<file path="config.mk">
export PLATFORM = sky130hd
export DESIGN_NAME = mem_port_arbiter
export DESIGN_NICKNAME = d
export VERILOG_FILES = /design/src/rtl/mem_arb_pkg.sv /design/src/rtl/mem_lat_timer.sv /design/src/rtl/mem_port_arbiter.sv
export SDC_FILE = /design/constraint.sdc
export NUM_CORES = 1
export LEC_CHECK = 0
export BUFFER_PORTS_ARGS = -buffer_cell sky130_fd_sc_hd__buf_4
export CAP_MARGIN = 5
export CORE_AREA = 5 5 96 98
export DETAILED_ROUTE_END_ITERATION = 6
export DIE_AREA = 0 0 101 103
export GPL_TIMING_DRIVEN = 0
export PLACE_DENSITY = 0.57
export SLEW_MARGIN = 20
export SYNTH_ARGS = -nofsm -noshare
export SYNTH_HDL_FRONTEND = slang
export SYNTH_SLANG_ARGS = --single-unit
</file>
<file path="constraint.sdc">
create_clock -name clk -period 2.1 [get_ports clk]
set_input_delay 0.42 -clock clk [delete_from_list [all_inputs] [get_ports clk]]
set_output_delay 0.42 -clock clk [all_outputs]
set_load 0.1 [all_outputs]
</file>
<file path="src/rtl/mem_arb_pkg.sv">
// Shared types and constants for the unified-memory port arbiter.
// The optional stall performance counters use PERF_W (see ARB_PERF_CNT_EN in the top).
package mem_arb_pkg;

  localparam int unsigned ADDR_W_DEF     = 16;
  localparam int unsigned DATA_W_DEF     = 16;
  localparam int unsigned MEM_LAT_DEF    = 2;
  localparam int unsigned STARVE_MAX_DEF = 3;

  // Latency timer sized for the largest legal MEM_LAT (4) plus zero.
  localparam int unsigned LAT_CNT_W = $clog2(5);
  localparam int unsigned STARVE_W  = 3;
  localparam int unsigned PERF_W    = 16;

  typedef enum logic {
    ST_IDLE,
    ST_RD_WAIT
  } arb_state_e;

  typedef enum logic {
    OWN_IF,
    OWN_DM
  } owner_e;

  function automatic logic [PERF_W-1:0] perf_sat_inc(input logic [PERF_W-1:0] value);
    return (&value) ? value : value + 1'b1;
  endfunction

endpackage

</file>
<file path="src/rtl/mem_lat_timer.sv">
// Read-latency timer: loaded at read grant, counts down while the arbiter waits,
// and flags the cycle in which the count reaches zero (memory data is valid then).
module mem_lat_timer
  import mem_arb_pkg::*;
#(
  parameter int unsigned LOAD_VAL = MEM_LAT_DEF
) (
  input  logic clk,
  input  logic rst_n,
  input  logic load_i,
  input  logic active_i,
  output logic done_o
);

  logic [LAT_CNT_W-1:0] cnt_q, cnt_d;

  always_comb begin
    cnt_d = cnt_q;
    if (load_i) begin
      cnt_d = LAT_CNT_W'(LOAD_VAL);
    end else if (active_i && (cnt_q != '0)) begin
      cnt_d = cnt_q - 1'b1;
    end
  end

  // NOTE: state registers use non-blocking assignments so every flop samples
  // pre-edge values; blocking here would create order-dependent simulation.
  always_ff @(posedge clk or negedge rst_n) begin
    if (!rst_n) begin
      cnt_q <= '0;
    end else begin
      cnt_q <= cnt_d;
    end
  end

  // The decrement taken this cycle is the one that lands on zero.
  assign done_o = active_i && (cnt_q == LAT_CNT_W'(1));

endmodule

</file>
<file path="src/rtl/mem_port_arbiter.sv">
// Arbitrates the single-port unified memory between fetch (IF) and load/store (DM).
// Define ARB_PERF_CNT_EN to add saturating stall-cycle counters on two extra ports.
module mem_port_arbiter
  import mem_arb_pkg::*;
#(
  parameter int unsigned ADDR_W     = ADDR_W_DEF,
  parameter int unsigned DATA_W     = DATA_W_DEF,
  parameter int unsigned MEM_LAT    = MEM_LAT_DEF,
  parameter int unsigned STARVE_MAX = STARVE_MAX_DEF
) (
  input  logic              clk,
  input  logic              rst_n,

  input  logic              if_req_i,
  input  logic [ADDR_W-1:0] if_addr_i,
  output logic              if_gnt_o,
  output logic              if_rvalid_o,
  output logic [DATA_W-1:0] if_rdata_o,

  input  logic              dm_req_i,
  input  logic              dm_we_i,
  input  logic [ADDR_W-1:0] dm_addr_i,
  input  logic [DATA_W-1:0] dm_wdata_i,
  output logic              dm_gnt_o,
  output logic              dm_rvalid_o,
  output logic [DATA_W-1:0] dm_rdata_o,

  output logic              mem_en_o,
  output logic              mem_we_o,
  output logic [ADDR_W-1:0] mem_addr_o,
  output logic [DATA_W-1:0] mem_wdata_o,
  input  logic [DATA_W-1:0] mem_rdata_i,

  output logic              stall_if_o,
  output logic              stall_dm_o
`ifdef ARB_PERF_CNT_EN
  ,
  output logic [PERF_W-1:0] perf_if_stall_o,
  output logic [PERF_W-1:0] perf_dm_stall_o
`endif
);

  arb_state_e          state_q, state_d;
  owner_e              owner_q, owner_d;
  logic [STARVE_W-1:0] starve_q, starve_d;
  logic [DATA_W-1:0]   if_rdata_q, dm_rdata_q;
  logic                if_rvalid_q, dm_rvalid_q;

  logic timer_load;
  logic timer_done;
  logic starve_at_max;
  logic if_wins;
  logic dm_wins;

  mem_lat_timer #(
    .LOAD_VAL (MEM_LAT)
  ) u_lat_timer (
    .clk      (clk),
    .rst_n    (rst_n),
    .load_i   (timer_load),
    .active_i (state_q == ST_RD_WAIT),
    .done_o   (timer_done)
  );

  // A starved fetch overrides the normal data-side priority.
  assign starve_at_max = (starve_q == STARVE_W'(STARVE_MAX));
  assign if_wins       = if_req_i && (!dm_req_i || starve_at_max);
  assign dm_wins       = dm_req_i && !if_wins;

  // NOTE: every output of this block is given a default first so no path
  // leaves a signal unassigned, which would otherwise infer a latch.
  always_comb begin
    state_d     = state_q;
    owner_d     = owner_q;
    starve_d    = starve_q;
    timer_load  = 1'b0;
    if_gnt_o    = 1'b0;
    dm_gnt_o    = 1'b0;
    mem_en_o    = 1'b0;
    mem_we_o    = 1'b0;
    mem_addr_o  = '0;
    mem_wdata_o = '0;

    unique case (state_q)
      ST_IDLE: begin
        if (dm_wins) begin
          dm_gnt_o    = 1'b1;
          mem_en_o    = 1'b1;
          mem_we_o    = dm_we_i;
          mem_addr_o  = dm_addr_i;
          mem_wdata_o = dm_wdata_i;
          // Writes complete in the grant cycle; only reads wait for data.
          if (!dm_we_i) begin
            owner_d    = OWN_DM;
            timer_load = 1'b1;
            state_d    = ST_RD_WAIT;
          end
        end else if (if_wins) begin
          if_gnt_o    = 1'b1;
          mem_en_o    = 1'b1;
          mem_addr_o  = if_addr_i;
          mem_wdata_o = dm_wdata_i;
          owner_d     = OWN_IF;
          timer_load  = 1'b1;
          state_d     = ST_RD_WAIT;
        end

        if (!if_req_i || if_gnt_o) begin
          starve_d = '0;
        end else if (dm_gnt_o && !starve_at_max) begin
          starve_d = starve_q + 1'b1;
        end
      end

      ST_RD_WAIT: begin
        if (timer_done) begin
          state_d = ST_IDLE;
        end
      end

      default: state_d = ST_IDLE;
    endcase
  end

  always_ff @(posedge clk or negedge rst_n) begin
    if (!rst_n) begin
      state_q  <= ST_IDLE;
      owner_q  <= OWN_IF;
      starve_q <= '0;
    end else begin
      state_q  <= state_d;
      owner_q  <= owner_d;
      starve_q <= starve_d;
    end
  end

  // NOTE: the read-data registers are reset too, so consumers never see
  // X on rdata before the first capture.
  always_ff @(posedge clk or negedge rst_n) begin
    if (!rst_n) begin
      if_rdata_q  <= '0;
      dm_rdata_q  <= '0;
      if_rvalid_q <= 1'b0;
      dm_rvalid_q <= 1'b0;
    end else begin
      if_rvalid_q <= timer_done && (owner_q == OWN_IF);
      dm_rvalid_q <= timer_done && (owner_q == OWN_DM);
      if (timer_done && (owner_q == OWN_IF)) begin
        if_rdata_q <= mem_rdata_i;
      end
      if (timer_done && (owner_q == OWN_DM)) begin
        dm_rdata_q <= mem_rdata_i;
      end
    end
  end

  assign if_rvalid_o = if_rvalid_q;
  assign dm_rvalid_o = dm_rvalid_q;
  assign if_rdata_o  = if_rdata_q;
  assign dm_rdata_o  = dm_rdata_q;

  assign stall_if_o = if_req_i && !if_gnt_o;
  assign stall_dm_o = dm_req_i && !dm_gnt_o;

`ifdef ARB_PERF_CNT_EN
  logic [PERF_W-1:0] perf_if_q, perf_dm_q;

  always_ff @(posedge clk or negedge rst_n) begin
    if (!rst_n) begin
      perf_if_q <= '0;
      perf_dm_q <= '0;
    end else begin
      if (stall_if_o) perf_if_q <= perf_sat_inc(perf_if_q);
      if (stall_dm_o) perf_dm_q <= perf_sat_inc(perf_dm_q);
    end
  end

  assign perf_if_stall_o = perf_if_q;
  assign perf_dm_stall_o = perf_dm_q;
`else
  // Stall counters are not built in this configuration.
`endif

endmodule
</file>
==> flow_summary.toml <==
[outcome]
outcome = "finished with violations"
violations = "setup timing"

[clock_network]
clock_latency_ps = 290
cts_tree = "done"
clock-sinks = 42
hold_buffers = 0
cts-root-buf = "clkbuf_8"
cts_buffers = 5
htreeDepth = 2
clk_pin_slew_ps = 80
clockBufferDepth = 2

[sta]
worst_slack_ps = -370
finalHoldViolations = 0
setup_violations = 21
rsz0062_at_grt = "true"
period_minus_slack_ps = 2470
maxSlewViolCount = 0
max_freq_mhz = 405
whs_ps = 111
slew_headroom = 0.646
finalCritPeriodShare = 1.18
worst_slew_pin_slew_ps = 530
finClkSkew_ps = 3.38

[final_layout]
fill_cells = 745
stdcell_area_mm2 = 0.00416
n_antenna_cell = 0
area_growth_pct = 98.8
nets = 398
fin_util = 0.496
drive_gt1_frac = 0.756
instances_no_fill = 432

[critical_path]
cp.arrival_ps = 2050
r2r_start = "starve_q[0]"
crit_type = "flip-flop to output pin"
cp.required_ps = 1680
max_stage_delay_ps = 360
crit_path_start = "starve_q[0]"
worstPathMaxFanout = 5
crit_chain = "ha_2, ha_4, and2b_2, nor3b_4, buf_6, a22o_4, buf_12"
start_kind = "flip-flop"
worstSetupEndpointType = "output pin"
cp_slowest_cell = "dfrtp_1"

[floorplan]
die_area_mm2 = 0.0104
rows = 34
die_h_um = 103
core-area_mm2 = 0.00838
initial_core_util = 0.250
die_width_um = 101
pin_count = 141

[logic_synthesis]
async_flop_share = 1.00
synth_common_cells = "dfrtp_1, mux2_4, and2_1, a22o_1, mux2_2"
yosysWarnings = 0
yosysMostFrequentCell = "dfrtp_1"
synth_edf_count = 0
ys.flop_type = "dfrtp_1"
synth.top_cell.area_share = 0.502
netlist_instances = 158
avgSynthCellArea_um2 = 13.2
synth_nets = 232
ys_types = 30
yosysSeqAreaShare = 0.502
yosys.area.top_type = "dfrtp_1"
synthTopCellsByArea = "dfrtp_1, mux2_4, mux2_2, a22o_1, and2_1"
syn-cell-area_mm2 = 0.00209
ys_ff_latch = 42

[job]
drv_cap = 0

[drt]
wire_per_inst_um = 14.7
wl_mm = 6.35
drtIter0Drc = 25
drtAntennaViolNets = 0
vias_per_cell = 4.32
dr.pass1.iters = 4
drc = 0
num_vias = 1865

[grt]
grt_pass1_wl_mm = 9.57
grt.overflow.total = 0
groute.usage.overall = 0.115
grt_pass1_vias = 1981
grt_max_degree = 43
antenna_found_initial = 0

[hold_path]
hold_path.class = "primary input to asynchronous set/reset pin"

[placement]
place_congestion = 0.721
dp.cells = 406
io_buffers = 140
place_area_mm2 = 0.00339
hpwl_mm = 4.48
registers in the layout (all words and copies together), names as in the netlist:
name,cells
state_q,1
if_rvalid_o,1
owner_q,1
if_rdata_o,16
dm_rvalid_o,1
u_lat_timer.cnt_q,3
starve_q,3
dm_rdata_o,16
placed cells by master (no fill, tap or decap), types with 2 or more instances in the layout:
master	n
inv_1	5
nor2_1	5
dfrtp_1	41
buf_8	10
buf_6	15
mux2_2	14
a22o_4	16
ha_1	3
and2_1	7
nor2b_1	2
and2_4	10
nand2_1	4
buf_4	120
clkbuf_8	6
mux2_4	18
nor2b_2	2
buf_12	21
o21ai_0	2
kinds of logic after synthesis:
logic type      synth area share
compound gates            0.0837
xor+xnor                 0.00419
fa+ha+maj                 0.0299
buf+inv                   0.0413
flops                      0.502
mux                        0.205
simple gates               0.134
repair_timing:
item                       CTS  global route
pin swaps                   20             7
gates cloned                 4             0
setup endpoints to repair   38            31
resized for setup          107            11
setup buffers               11             6
metrics by stage:
step	worst slack, ps	setup TNS (ps)
6_report	-370	-7160
5_1_grt	-500	-9630
4_1_cts	-421	-7780
3_5_place_dp	-313	-5320
3_3_place_gp	-279	-4670
2_1_floorplan	-347	-2750
per-layer routing:
layer	global-route usage	vias up	share of wire
met1	0.136	917	0.36
met4	0.0368	0	0.011
met2	0.207	61	0.55
li1	-	881	-
met3	0.0271	6	0.070
met5	0	-	0
path summary, 6_finish.rpt:
check,to,slack [ps],cells past startpoint
setup reg to reg,u_lat_timer.cnt_q[0],220,9
max in group asynchronous,state_q,1600,1
min in group clk,if_rdata_o[10],370,2
hold / removal,dm_rvalid_o,110,1
hold reg to reg,starve_q[2],490,2
setup / recovery,mem_addr_o[11],-370,7
critical path: cells and delay by family (launching register included):
family	cells	cell delay, ps
buffers and inverters	2	350
and+or+nand+nor	2	570
DFF	1	360
AOI/OAI and AO/OA	1	140
adders and majority gates	2	320
cell type report:
cell class | count | area (um2) | area share
Buffer | 7 | 78.8 | 0.0190
Tap cell | 108 | 135 | 0.0325
Sequential cell | 42 | 1050 | 0.253
Timing Repair Buffer | 160 | 1590 | 0.383
Multi-Input combinational cell | 103 | 1170 | 0.281
Clock inverter | 1 | 30.0 | 0.00722
Inverter | 5 | 18.8 | 0.00451
Clock buffer | 6 | 82.6 | 0.0199
Power is not shown: default switching activity piles up to over one toggle a cycle in this logic, so the estimate is an artifact.
